## src/rtl/alu_pkg.sv

```systemverilog
// Shared ALU constants, widths, arbiter FSM state type and flag positions.
// Imported by the ALU share arbiter and its round-robin sub-block.
package alu_pkg;

  localparam int DW   = 64;
  localparam int OPW  = 3;

  localparam logic [OPW-1:0] OP_ADD = 3'd0;
  localparam logic [OPW-1:0] OP_SUB = 3'd1;
  localparam logic [OPW-1:0] OP_AND = 3'd2;
  localparam logic [OPW-1:0] OP_OR  = 3'd3;
  localparam logic [OPW-1:0] OP_XOR = 3'd4;
  localparam logic [OPW-1:0] OP_MUL = 3'd5;
  localparam logic [OPW-1:0] OP_DIV = 3'd6;
  localparam logic [OPW-1:0] OP_RSV = 3'd7;

  typedef enum logic [1:0] {
    IDLE,
    EXEC,
    RESP
  } state_t;

  localparam int FL_ZERO = 0;
  localparam int FL_COUT = 1;
  localparam int FL_OVF  = 2;
  localparam int FL_DIV0 = 3;

endpackage

```

## src/rtl/rr_arb2.sv

```systemverilog
// Two-way round-robin grant: the requester that did not win last time wins ties.
// Ports: valid[1:0], last_gnt in; any (someone valid), idx (granted index) out.
module rr_arb2
  import alu_pkg::*;
(
  input  logic [1:0] valid,
  input  logic       last_gnt,
  output logic       any,
  output logic       idx
);

  always_comb begin
    any = |valid;
    idx = 1'b0;
    if (&valid) begin
      idx = ~last_gnt;
    end else begin
      idx = valid[1];
    end
  end

endmodule

```

## src/rtl/alu_share_arbiter.sv

```systemverilog
// Shares one external combinational ALU between two requesters, registered in/out.
// Ports: req0/req1 valid-ready channels, alu_* to/from ALU, tagged resp channel, perf counters.
// Optional: define ALU_ARB_PERF_EN to enable saturating per-requester grant counters.
module alu_share_arbiter
  import alu_pkg::*;
#(
  parameter int DW   = alu_pkg::DW,
  parameter int OPW  = alu_pkg::OPW,
  parameter int TAGW = 4
) (
  input  logic            clk,
  input  logic            rst,
  input  logic            req0_valid,
  output logic            req0_ready,
  input  logic [DW-1:0]   req0_a,
  input  logic [DW-1:0]   req0_b,
  input  logic [OPW-1:0]  req0_op,
  input  logic [TAGW-1:0] req0_tag,
  input  logic            req1_valid,
  output logic            req1_ready,
  input  logic [DW-1:0]   req1_a,
  input  logic [DW-1:0]   req1_b,
  input  logic [OPW-1:0]  req1_op,
  input  logic [TAGW-1:0] req1_tag,
  output logic [DW-1:0]   alu_a,
  output logic [DW-1:0]   alu_b,
  output logic [OPW-1:0]  alu_op,
  input  logic [DW-1:0]   alu_y,
  input  logic [DW-1:0]   alu_y_hi,
  input  logic [DW-1:0]   alu_rem,
  input  logic            alu_zero,
  input  logic            alu_cout,
  input  logic            alu_ovf,
  input  logic            alu_div0,
  output logic            resp_valid,
  input  logic            resp_ready,
  output logic            resp_id,
  output logic [TAGW-1:0] resp_tag,
  output logic [DW-1:0]   resp_y,
  output logic [DW-1:0]   resp_y_hi,
  output logic [DW-1:0]   resp_rem,
  output logic [3:0]      resp_flags,
  output logic [31:0]     perf_cnt0,
  output logic [31:0]     perf_cnt1
);

  state_t          state_q, state_d;
  logic            last_q;
  logic            any, idx, hs;
  logic [DW-1:0]   a_q, b_q;
  logic [OPW-1:0]  op_q;
  logic [TAGW-1:0] tag_q;
  logic            id_q;
  logic [DW-1:0]   y_q, hi_q, rem_q;
  logic [3:0]      fl_q;

  rr_arb2 u_arb (
    .valid    ({req1_valid, req0_valid}),
    .last_gnt (last_q),
    .any      (any),
    .idx      (idx)
  );

  // Ready is masked by rst so it reads 0 while reset is held.
  assign hs         = (state_q == IDLE) && any && !rst;
  assign req0_ready = hs && !idx;
  assign req1_ready = hs && idx;

  always_comb begin
    state_d = state_q;
    unique case (state_q)
      IDLE:    if (any) state_d = EXEC;
      EXEC:    state_d = RESP;
      RESP:    if (resp_ready) state_d = IDLE;
      default: state_d = IDLE;
    endcase
  end

  always_ff @(posedge clk or posedge rst) begin
    if (rst) begin
      state_q <= IDLE;
      last_q  <= 1'b1;
      a_q     <= '0;
      b_q     <= '0;
      op_q    <= '0;
      tag_q   <= '0;
      id_q    <= 1'b0;
      y_q     <= '0;
      hi_q    <= '0;
      rem_q   <= '0;
      fl_q    <= '0;
    end else begin
      state_q <= state_d;
      if (hs) begin
        last_q <= idx;
        id_q   <= idx;
        a_q    <= idx ? req1_a   : req0_a;
        b_q    <= idx ? req1_b   : req0_b;
        op_q   <= idx ? req1_op  : req0_op;
        tag_q  <= idx ? req1_tag : req0_tag;
      end
      if (state_q == EXEC) begin
        y_q           <= alu_y;
        hi_q          <= alu_y_hi;
        rem_q         <= alu_rem;
        fl_q[FL_ZERO] <= alu_zero;
        fl_q[FL_COUT] <= alu_cout;
        fl_q[FL_OVF]  <= alu_ovf;
        fl_q[FL_DIV0] <= alu_div0;
      end
    end
  end

  assign alu_a      = a_q;
  assign alu_b      = b_q;
  assign alu_op     = op_q;
  assign resp_valid = (state_q == RESP);
  assign resp_id    = id_q;
  assign resp_tag   = tag_q;
  assign resp_y     = y_q;
  assign resp_y_hi  = hi_q;
  assign resp_rem   = rem_q;
  assign resp_flags = fl_q;

`ifdef ALU_ARB_PERF_EN
  logic [31:0] cnt0_q, cnt1_q;

  always_ff @(posedge clk or posedge rst) begin
    if (rst) begin
      cnt0_q <= '0;
      cnt1_q <= '0;
    end else begin
      if (req0_ready && (cnt0_q != 32'hFFFF_FFFF)) cnt0_q <= cnt0_q + 32'd1;
      if (req1_ready && (cnt1_q != 32'hFFFF_FFFF)) cnt1_q <= cnt1_q + 32'd1;
    end
  end

  assign perf_cnt0 = cnt0_q;
  assign perf_cnt1 = cnt1_q;
`else
  assign perf_cnt0 = '0;
  assign perf_cnt1 = '0;
`endif

endmodule

```

## config.mk

```make
export PLATFORM = sky130hd
export DESIGN_NAME = alu_share_arbiter
export DESIGN_NICKNAME = d
export VERILOG_FILES = /design/src/rtl/alu_pkg.sv /design/src/rtl/rr_arb2.sv /design/src/rtl/alu_share_arbiter.sv
export SDC_FILE = /design/constraint.sdc
export NUM_CORES = 1
export LEC_CHECK = 0
export ABC_CLOCK_PERIOD_IN_PS = 18500
export CELL_PAD_IN_SITES_DETAIL_PLACEMENT = 0
export CELL_PAD_IN_SITES_GLOBAL_PLACEMENT = 1
export CORE_AREA = 2 2 338 340
export CTS_BUF_LIST = sky130_fd_sc_hd__clkbuf_8
export CTS_CLUSTER_DIAMETER = 100
export DETAILED_ROUTE_END_ITERATION = 6
export DIE_AREA = 0 0 340 342
export MAX_ROUTING_LAYER = met4
export PLACE_DENSITY_LB_ADDON = 0.1
export SETUP_SLACK_MARGIN = 0.15
export SYNTH_ARGS = -nofsm -noshare
export SYNTH_HDL_FRONTEND = slang
export SYNTH_SLANG_ARGS = --single-unit
export TNS_END_PERCENT = 10
```

## constraint.sdc

```tcl
create_clock -name clk -period 18.5 [get_ports clk]
set_input_delay 1.85 -clock clk [delete_from_list [all_inputs] [get_ports clk]]
set_output_delay 1.85 -clock clk [all_outputs]
set_load 0.05 [all_outputs]
```

; After elaboration in Yosys (flattened, before gate mapping)
; Index checks and enable logic that the tools add are counted.
[op_classes]
mux = 8
bitwise_logic = 1
n_eq_ne = 4
reduce_logical = 10
[ops]
columns = operator, n
row1 = $mux W64, 2
row2 = $pmux W2 S3, 1
row3 = $logic_and A1 B1 Y1, 4
row4 = $mux W2, 2
row5 = $mux W4, 1
row6 = $reduce_and A2 Y1, 2
row7 = $mux W3, 1
row8 = $eq A2 B1 Y1 const B, 1
row9 = $eq A2 B2 Y1 const B, 1
row10 = $logic_not A1 Y1, 2
row11 = $logic_not A2 Y1, 1
row12 = $ne A2 B1 Y1 const B, 1
row13 = $ne A2 B2 Y1 const B, 1
row14 = $reduce_or A2 Y1, 1
row15 = $mux W1, 1
row16 = $not A1 Y1, 1
[totals]
ff_bits = 335
wordCells = 34
in_bits = 471
out_inout_bits = 399

; Depth between registers and ports, before layout
; Gate-level depths: netlist (run 1).
[logic_depth]
ltp_word = 4
depth_mapped = 6

; Modules after synthesis
; Synthesis (run 1) repeated with hierarchy kept, for this count alone.
[hier_totals]
hier_cells = 931
hier_area_um2 = 14591.5
[modules_own_cells]
columns = mod, seq_area_each_um2, area_per_inst_um2, instances, cells_per_inst
row1 = alu_share_arbiter, 8384.3, 14577.7, 1, 929
row2 = rr_arb2, 0.0, 13.8, 1, 2

; Worst setup path after synthesis (run 1)
; Ideal clock, no wire load.
[synth_path]
path_kind = input-to-output
from = in rst
to = out req1_ready
n_path_buf = 2
t_arrival_ns = 2.901
required_time_ns = 16.650
slack_ns = 13.749
cell_stages = 4
path_cell_list = nor3_2 > clkbuf_2 > clkbuf_1 > and3_1
[synth_between]
elab_chain_len = 3
[synth_lines]
columns = element, line_no
row1 = "start, declared", alu_share_arbiter.sv:12  ; input logic rst,
row2 = $logic_not A1 Y1 (no source line), -
row3 = $logic_and A1 B1 Y1, alu_share_arbiter.sv:65  ; assign hs = (state_q == IDLE) && any && !rst;
row4 = $logic_and A1 B1 Y1, alu_share_arbiter.sv:67  ; assign req1_ready = hs && idx;
row5 = "end, declared", alu_share_arbiter.sv:20  ; output logic req1_ready,
; Every way passes these cells.

; Final worst setup path (run 1)
[layout_path]
from = in rst
to = out req0_ready
[layout_between]
elab_chain_len = 3
[layout_lines]
columns = element, line_no
row1 = $logic_not A1 Y1 (no source line), -
row2 = $logic_and A1 B1 Y1, alu_share_arbiter.sv:65
row3 = $logic_and A1 B1 Y1, alu_share_arbiter.sv:66  ; assign req0_ready = hs && !idx;
row4 = "end, declared", alu_share_arbiter.sv:14  ; output logic req0_ready,
; Every way passes these cells.

==> key figures, run 1 <==
Detailed routing
  – DRT Pass-1 Iters: 4
  – DR WL/cell: 21.67 um
  – Met3 WL post-DR: roughly 8500 um
  – Vias: ~12,000
  – Met1 wire length: 28,390 um
  – Number of DRC markers in iteration 0: 337
  – Metal2 WL: approximately 35,000 um
  – DR top layer: met4
  – # DRC: 0
  – Drt total wl: 73,020 um
  – Final antenna-violating net count: 0
  – DR vias/cell: 3.565

Synth
  – Avg Cell Area, Syn: 14.59 um2
  – Netlist cell types: 24
  – Yosys warnings: 0
  – Flops & latches, synth: around 340
  – Synthesized cell area: ~0.014 mm2
  – Post-synthesis sequential area ratio: 0.5868
  – Post-Syn Instances: 979

Power and ir drop
  – Power density over the cells: between 200 and 250 mW/mm2
  – Leakage power: 0.01003 uW
  – Peak VDD IR: 0.08324 mV

Die
  – Die area: ~0.12 mm2
  – Die Span X: about 340 um
  – Core area: about 0.11 mm2
  – DIE HEIGHT: roughly 340 um
  – # rows: around 120
  – # IOs: between 800 and 900
  – Initial core utilization: 0.1263

Clock network
  – CTS Buffer Depth: 3
  – Setup Buffers After CTS: 0
  – Sink Count: between 300 and 400
  – CTS tree: yes
  – Worst-skew pair later-pin latency: 0.68 ns
  – H-tree depth: 3
  – Num CTS Buffers: between 70 and 80
  – Post-CTS Resized: 0
  – Clk slew on worst S/H paths: about 0.050 ns
  – CTS Hold Bufs: 0
  – Clock root buffer: clkbuf_8

Timing
  – RSZ-0062 raised after global routing: no
  – Fmax: 0.1572 GHz
  – Fin worst setup slack: roughly 12 ns
  – TNS Setup: 0 ns
  – Final Max Slew Viols: 0
  – Hold Vio Cnt, Final: 0
  – Relative slew slack: 0.2543
  – Tightest Pin Transition: 1.119 ns
  – Part of the cycle the worst path needs: 0.3438
  – Final setup violation count: 0
  – Final Critical Period: 6.361 ns
  – Setup Skew: 0.03546 ns

Place
  – GPL Wtd Cong: 0.7683
  – Detailed Place HPWL: 52,570 um
  – Post-placement worst setup slack: 12.12 ns
  – Port Buffers: 805

Setup path
  – Cell Chain, Critical Path: clkdlybuf4s50_1 -> nor3_4 -> and3_4 -> clkdlybuf4s50_1
  – WP data arrival: 4.51 ns
  – CP required: between 15 and 20 ns
  – Crit path kind: in -> out
  – CP max FO: 70
  – Endpoint class of the critical path: output pin
  – Max incr delay on CP: 0.96 ns
  – Slowest CP cell: clkdlybuf4s50_1
  – Most frequent CP cell: clkdlybuf4s50_1
  – Startpoint types: input pin

Global route
  – Initial antenna violation count: 34
  – First-pass GRT wire length: 100,700 um
  – GRT overflow: 0
  – All-Layer GR Usage: 0.1245
  – Vias in the first global route: 13,140
  – Largest net degree at the start of global routing: 120

Finish
  – Most frequent cells in the layout: clkdlybuf4s50_1 (804), dfrtp_1 (334), mux2_2 (196)
  – Area Growth Syn to Fin: 74.88%
  – Leading cell type in the layout, fill and taps excluded: clkdlybuf4s50_1
  – Share of cells above drive strength 1: 0.1680
  – Fill count: 12,000
  – Final net count: 2,250

Run
  – Max-Cap Viols: 0

Run status
  – Status: finished clean

Min path
  – Worst Hold Class: reg -> reg
[final cells by class]
type	count	area (um2)	share of cell area
timing repair buffer	819	8173	0.3271
multi-input combinational	543	5094	0.2039
sequential	335	8384	0.3356
antenna	31	77.57	0.003105
tap	1512	1892	0.07571
clock buffer	82	1129	0.04517
inverter	4	22.52	0.0009014
clock inverter	44	215.2	0.008613
[cells in the mapped netlist (all sizes together)]
cell type | count | area share
or2b | 1 | 0.00053
a221o | 135 | 0.095
nor2 | 1 | 0.00026
dfstp | 1 | 0.0018
nand2b | 2 | 0.00088
dfrtp | 334 | 0.58
and3 | 2 | 0.00088
nor3 | 2 | 0.0011
o21ai | 2 | 0.0015
a21oi | 2 | 0.00070
conb | 1 | 0.00026
clkbuf | 43 | 0.011
buf | 117 | 0.062
inv | 4 | 0.0011
nand2 | 1 | 0.00044
and4 | 135 | 0.083
mux2 | 196 | 0.15
[worst max-delay path, delay by kind of cell]
family / cells / cell delay (ns)
buffers and inverters: 2 / 1.56
AND/OR/NAND/NOR: 2 / 1.07
[routing by layer]
layer	vias up	track usage
met4	0	0.03208
li1	5334	-
met2	628	0.2019
met3	86	0.06852
met1	5966	0.1309
met5	-	-
[sequential cells by signal, indices dropped and copies added (netlist names)]
name / cells
resp_id: 1
resp_tag: 4
alu_op: 3
alu_b: 64
last_q: 1
resp_y_hi: 64
alu_a: 64
resp_flags: 4
state_q: 2
resp_rem: 64
resp_y: 64
[power breakdown]
group	switching, uW	internal [uW]	leakage, uW
logic	1940	1090	0.00520
clock network	370	417	0.000824
registers	199	1100	0.00401
[worst paths after layout]
check	startpoint	to	slack [ns]	depth (start not counted)
max in group asynchronous	rst	resp_rem[11]$_DFFE_PP0N_	14.40	4
hold / removal	last_q$_DFFE_PP1P_	last_q$_DFFE_PP1P_	0.49	2
setup reg to reg	state_q[1]$_DFFE_PP0P_	resp_rem[38]$_DFFE_PP0N_	14.60	5
hold reg to reg	last_q$_DFFE_PP1P_	last_q$_DFFE_PP1P_	0.49	2
min in group asynchronous	rst	resp_tag[0]$_DFFE_PP0P_	1.87	2
setup / recovery	rst	req0_ready	12.14	4
[metrics by stage]
| stage | std cells | power, uW | utilization | hold WS, ns | instance area (um2) |
|---|---|---|---|---|---|
| 2_1_floorplan | 1042 | 3252 | - | 0.4524 | 14520 |
| 3_3_place_gp | 3213 | 4390 | 0.2084 | 0.4865 | 23570 |
| 3_5_place_dp | 3213 | 4392 | 0.2084 | 0.4856 | 23570 |
| 4_1_cts | 3339 | 5239 | 0.2202 | 0.4942 | 24910 |
| 5_1_grt | 3370 | 5385 | 0.2209 | 0.5090 | 24990 |
| 6_report | 3370 | 5118 | 0.2209 | 0.4880 | 24990 |
[cells by family after synthesis]
kind of cell,Yosys count,synth area share
AND/OR/NAND/NOR,144,0.08678
other,1,0.0002625
multiplexers,196,0.1545
buffers and inverters,164,0.07487
AO/OA/AOI/OAI,139,0.09677
flip-flops,335,0.5868
Power figures use the tool's default switching activity.
==> inputs of run 2 (changes only) <==
ABC_CLOCK_PERIOD_IN_PS = 5680   (was 18500)
clock period = 5.68 ns   (was 18.5 ns; I/O delays follow)
==> key figures, run 2 (same netlist as run 1, synthesis figures left out) <==
Die
  – Initial core utilization: 0.1263
  – DIE HEIGHT: 342 um
  – # IOs: 870
  – # rows: about 120
  – Core area: 0.1131 mm2
  – Die Span X: 340 um
  – Die area: between 0.1 and 0.15 mm2

Power and ir drop
  – Switching share of total power: 0.4900
  – Sw Pwr: 8155 uW
  – Gate power share: 0.593
  – Int Power: 8489 uW
  – Power density over the cells: 665.0 mW/mm2
  – Clk pwr share: 0.153
  – Total power: 16,640 uW
  – Seq pwr share: 0.254
  – Leakage power: 0.009996 uW
  – Peak VDD IR: 0.2624 mV

Global route
  – GRT overflow: 0
  – Initial antenna violation count: 35
  – First-pass GRT wire length: 99,300 um
  – Largest net degree at the start of global routing: between 100 and 150
  – All-Layer GR Usage: 0.1219
  – Vias in the first global route: 13,110

Setup path
  – Max incr delay on CP: 0.93 ns
  – Endpoint class of the critical path: output pin
  – Slowest CP cell: clkdlybuf4s50_1
  – FF-to-FF Start: state_q[0]$_DFFE_PP0P_
  – Reg2reg end: alu_a[29]$_DFFE_PP0P_
  – CP required: 5.11 ns
  – Cell Chain, Critical Path: nor3_4 -> and3_4 -> clkdlybuf4s50_1
  – CP top delay family: simple AND/OR/NAND/NOR gates
  – WP data arrival: 3.59 ns
  – Startpoint types: register
  – CP max FO: 40
  – CP bufs+invs: 1
  – R2R setup slack: 2.33 ns
  – Worst r2r path cells: 5
  – Crit path kind: reg -> out

Timing
  – Final Max Slew Viols: 0
  – Fin worst setup slack: 1.524 ns
  – Hold Vio Cnt, Final: 0
  – Fmax: around 0.24 GHz
  – Final Critical Period: approximately 4.2 ns
  – Part of the cycle the worst path needs: 0.7317
  – Relative slew slack: 0.3079
  – Final setup violation count: 0
  – TNS Setup: 0 ns
  – Setup Skew: 0.02807 ns
  – Tightest Pin Transition: 1.038 ns
  – RSZ-0062 raised after global routing: no

Clock network
  – Post-CTS Resized: 0
  – Clock root buffer: clkbuf_8
  – Sink Count: ~340
  – Setup Buffers After CTS: 0
  – Num CTS Buffers: 74
  – Clk slew on worst S/H paths: ~0.050 ns
  – CTS Buffer Depth: 3
  – H-tree depth: 3
  – CTS Hold Bufs: 0
  – Worst-skew pair later-pin latency: 0.68 ns
  – CTS tree: yes

Detailed routing
  – Drt total wl: 71,540 um
  – Final antenna-violating net count: 0
  – Vias: 11,940
  – DR WL/cell: 21.23 um
  – DRT Pass-1 Iters: 4
  – DR vias/cell: 3.542
  – Number of DRC markers in iteration 0: 371
  – # DRC: 0

Place
  – Port Buffers: slightly above 800
  – Post-placement worst setup slack: 1.512 ns
  – Detailed Place HPWL: 51,450 um
  – Placed cell count: 3,213
  – GPL Wtd Cong: 0.7191

Run status
  – Status: finished clean

Run
  – Max-Cap Viols: 0

Finish
  – Share of cells above drive strength 1: 0.1693
  – Leading cell type in the layout, fill and taps excluded: clkdlybuf4s50_1
  – Fill count: about 12,000
  – Area Growth Syn to Fin: 75.17%
  – Final net count: 2,248
  – Non-filler cells, final: about 3,400
  – Most frequent cells in the layout: clkdlybuf4s50_1 (804), dfrtp_1 (334), mux2_2 (196)
  – Final Util: 0.2213

Min path
  – Worst Hold Class: in -> async
-- run 2: power groups by stage --
stage               registers [uW]  logic [uW]  clock network, uW
floorplan                     8320        2270                  0
global placement              4250       10100                  0
detailed placement            4250       10000                  0
CTS                           4250       10000               2730
global route                  4390       10300               2810
finish                        4230        9880               2540
-- run 2: worst max-delay path by stage --
stage,to,cells after the start,slack (ns),start
after floorplan,alu_a[0]$_DFFE_PP0P_,1,0.64,rst
after global placement,req0_ready,4,1.53,rst
after detailed placement,req0_ready,4,1.51,rst
after CTS,req0_ready,3,1.31,state_q[0]$_DFFE_PP0P_
after global routing,req0_ready,3,1.28,state_q[0]$_DFFE_PP0P_
final,req0_ready,3,1.52,state_q[0]$_DFFE_PP0P_
-- run 2: through the flow --
step                instance area [um2]  hold slack [ns]
floorplan                         14530           0.4524
global placement                  23610           0.4807
detailed placement                23610           0.4839
CTS                               24930           0.3460
global route                      25000           0.4086
finish                            25030           0.4694
-- run 2: final cells by class --
cell class,count,area (um2),area share
Antenna cell,39,97.59,0.003899
Clock buffer,85,1170,0.04674
Clock inverter,33,148.9,0.005949
Inverter,4,18.77,0.0007499
Multi-Input combinational cell,543,5094,0.2035
Sequential cell,335,8384,0.3350
Tap cell,1512,1892,0.07559
Timing Repair Buffer,819,8223,0.3286
-- run 2: per-layer routing --
layer | vias up | part of all wire | routed length [um] | GRT usage
met3 | 86 | 0.12 | 8575 | 0.06486
met2 | 637 | 0.48 | 34430 | 0.2007
met1 | 5874 | 0.38 | 27420 | 0.1286
li1 | 5338 | - | - | -
met5 | - | 0 | 0 | -
met4 | 0 | 0.016 | 1109 | 0.02738
==> inputs of run 3 (changes only) <==
ABC_CLOCK_PERIOD_IN_PS = 4300   (was 5680)
CORE_AREA = 2 2 339 341   (was 2 2 338 340)
DIE_AREA = 0 0 341 343   (was 0 0 340 342)
clock period = 4.3 ns   (was 5.68 ns; I/O delays follow)
==> key figures, run 3 (same netlist as run 1, synthesis figures left out) <==
Detailed routing
  – DR vias/cell: about 3.5
  – Drt total wl: 73,360 um
  – Number of DRC markers in iteration 0: roughly 320
  – Vias: between 10,000 and 15,000
  – Final antenna-violating net count: 0
  – # DRC: 0
  – DR WL/cell: 21.69 um
  – DRT Pass-1 Iters: 4

Finish
  – FF/Latch Area: 0.008384 mm2
  – Leading cell type in the layout, fill and taps excluded: clkdlybuf4s50_1
  – Area Growth Syn to Fin: 77.57%
  – Share of cells above drive strength 1: 0.1836
  – Final net count: 2,260
  – Final Util: 0.2237
  – Fill count: about 12,000
  – Most frequent cells in the layout: clkdlybuf4s50_1 (804), dfrtp_1 (334), mux2_2 (196)
  – Multi-input gate area: around 0.005 mm2

Timing
  – Final setup violation count: 0
  – Tightest Pin Transition: between 0.7 and 0.8 ns
  – Part of the cycle the worst path needs: 0.6945
  – Final Max Slew Viols: 0
  – Setup Skew: 0.05575 ns
  – RSZ-0062 raised after global routing: no
  – Fin worst setup slack: 1.313 ns
  – Relative slew slack: 0.4677
  – Fmax: ~0.33 GHz
  – Hold Vio Cnt, Final: 0
  – Worst-case hold slack: 0.3425 ns
  – Final Critical Period: 2.987 ns

Global route
  – Largest net degree at the start of global routing: 138
  – First-pass GRT wire length: 101,000 um
  – Vias in the first global route: 13,000
  – GRT overflow: 0
  – Initial antenna violation count: 28
  – All-Layer GR Usage: 0.1247

Clock network
  – Post-CTS Resized: 0
  – Worst-skew pair later-pin latency: 0.70 ns
  – Clk slew on worst S/H paths: 0.06 ns
  – Clock root buffer: clkbuf_8
  – CTS Hold Bufs: 0
  – CTS tree: yes
  – Setup Buffers After CTS: 0
  – Sink Count: 335
  – H-tree depth: 3
  – CTS Buffer Depth: 3
  – Num CTS Buffers: 76

Setup path
  – Reg2reg end: alu_a[24]$_DFFE_PP0P_
  – FF-to-FF Start: state_q[0]$_DFFE_PP0P_
  – Startpoint types: register
  – CP max FO: 4
  – Worst r2r path cells: 5
  – CP required: 3.87 ns
  – WP data arrival: 2.56 ns
  – Endpoint class of the critical path: output pin
  – Crit path kind: reg -> out
  – R2R setup slack: 1.76 ns

Die
  – Die Span X: 341 um
  – Initial core utilization: 0.1260
  – # rows: between 100 and 150
  – DIE HEIGHT: 343 um
  – Die area: around 0.12 mm2
  – # IOs: a little under 900
  – Core area: 0.1134 mm2

Power and ir drop
  – Clk pwr share: 0.168
  – Switching share of total power: 0.4828
  – Sw Pwr: 10,840 uW
  – Peak VDD IR: about 0.47 mV
  – Seq pwr share: 0.251
  – Leakage power: between 0.01 and 0.015 uW
  – Gate power share: 0.581
  – Int Power: 11,610 uW
  – Power density over the cells: 884.7 mW/mm2

Min path
  – WHS Path Cells: 2
  – Worst Hold Class: in -> reg
  – Min-Delay Startpoint: alu_rem[47]
  – Hold EP: resp_rem[47]$_DFFE_PP0N_

Place
  – Detailed Place HPWL: 53,680 um
  – Port Buffers: 805
  – GPL Wtd Cong: 0.7631
  – Post-placement worst setup slack: 1.190 ns

Run status
  – Status: finished clean

Run
  – Max-Cap Viols: 0
-- run 3: cell count changes in the layout (fill, tap and decap cells not counted) --
cell / previous run / this run
clkbuf_8: 85 / 98
clkinv_2: 0 / 6
diode_2: 39 / 29
bufinv_16: 0 / 2
inv_6: 2 / 1
buf_12: 5 / 10
inv_1: 31 / 23
buf_4: 10 / 15
-- run 3: worst max-delay path, stage by stage (launching register included) --
cell and delay, ns:
dfrtp_1 0.45, nor3_4 0.35, and3_4 0.30, clkdlybuf4s50_1 0.82
-- run 3: layout make-up --
class / instances / share of cell area
tap: 1512 / 0.07457
clock buffer: 98 / 0.05316
timing repair buffer: 829 / 0.3295
multi-input combinational: 543 / 0.2008
sequential: 335 / 0.3305
clock inverter: 32 / 0.007891
antenna: 29 / 0.002860
inverter: 4 / 0.0007398
-- run 3: worst max-delay path by stage --
| stage | start | end | slack [ns] | cells past startpoint |
|---|---|---|---|---|
| after floorplan | rst | alu_a[0]$_DFFE_PP0P_ | -0.61 | 1 |
| after global placement | rst | alu_a[2]$_DFFE_PP0P_ | 1.22 | 6 |
| final | state_q[0]$_DFFE_PP0P_ | req0_ready | 1.31 | 3 |
| after detailed placement | rst | alu_a[24]$_DFFE_PP0P_ | 1.19 | 6 |
| after global routing | state_q[0]$_DFFE_PP0P_ | req0_ready | 1.13 | 3 |
| after CTS | state_q[0]$_DFFE_PP0P_ | req0_ready | 1.11 | 3 |
-- run 3: per-stage QoR --
| stage | TNS (ns) | cells | instance area, um2 | total power, uW |
|---|---|---|---|---|
| after floorplan | -202.33 | 1042 | 14530 | 13990 |
| after global placement | 0 | 3223 | 23750 | 18960 |
| after detailed placement | 0 | 3223 | 23750 | 18960 |
| after CTS | 0 | 3353 | 25300 | 22990 |
| after global routing | 0 | 3376 | 25360 | 23590 |
| final | 0 | 3382 | 25370 | 22440 |
-- run 3: layer usage --
| metal | wire length [um] | global-route usage | vias to the layer above |
|---|---|---|---|
| met1 | 28270 | 0.1297 | 5900 |
| met2 | 35930 | 0.2076 | 604 |
| li1 | - | - | 5354 |
| met4 | 1289 | 0.03405 | 0 |
| met3 | 7875 | 0.06267 | 89 |
| met5 | 0 | - | - |
-- run 3: power by group through the flow --
stage	Combinational (uW)	Sequential, uW	Clock [uW]
finish	13000	5630	3780
global placement	13300	5670	0
detailed placement	13300	5660	0
CTS	13300	5650	4040
floorplan	3000	11000	0
global route	13600	5850	4160
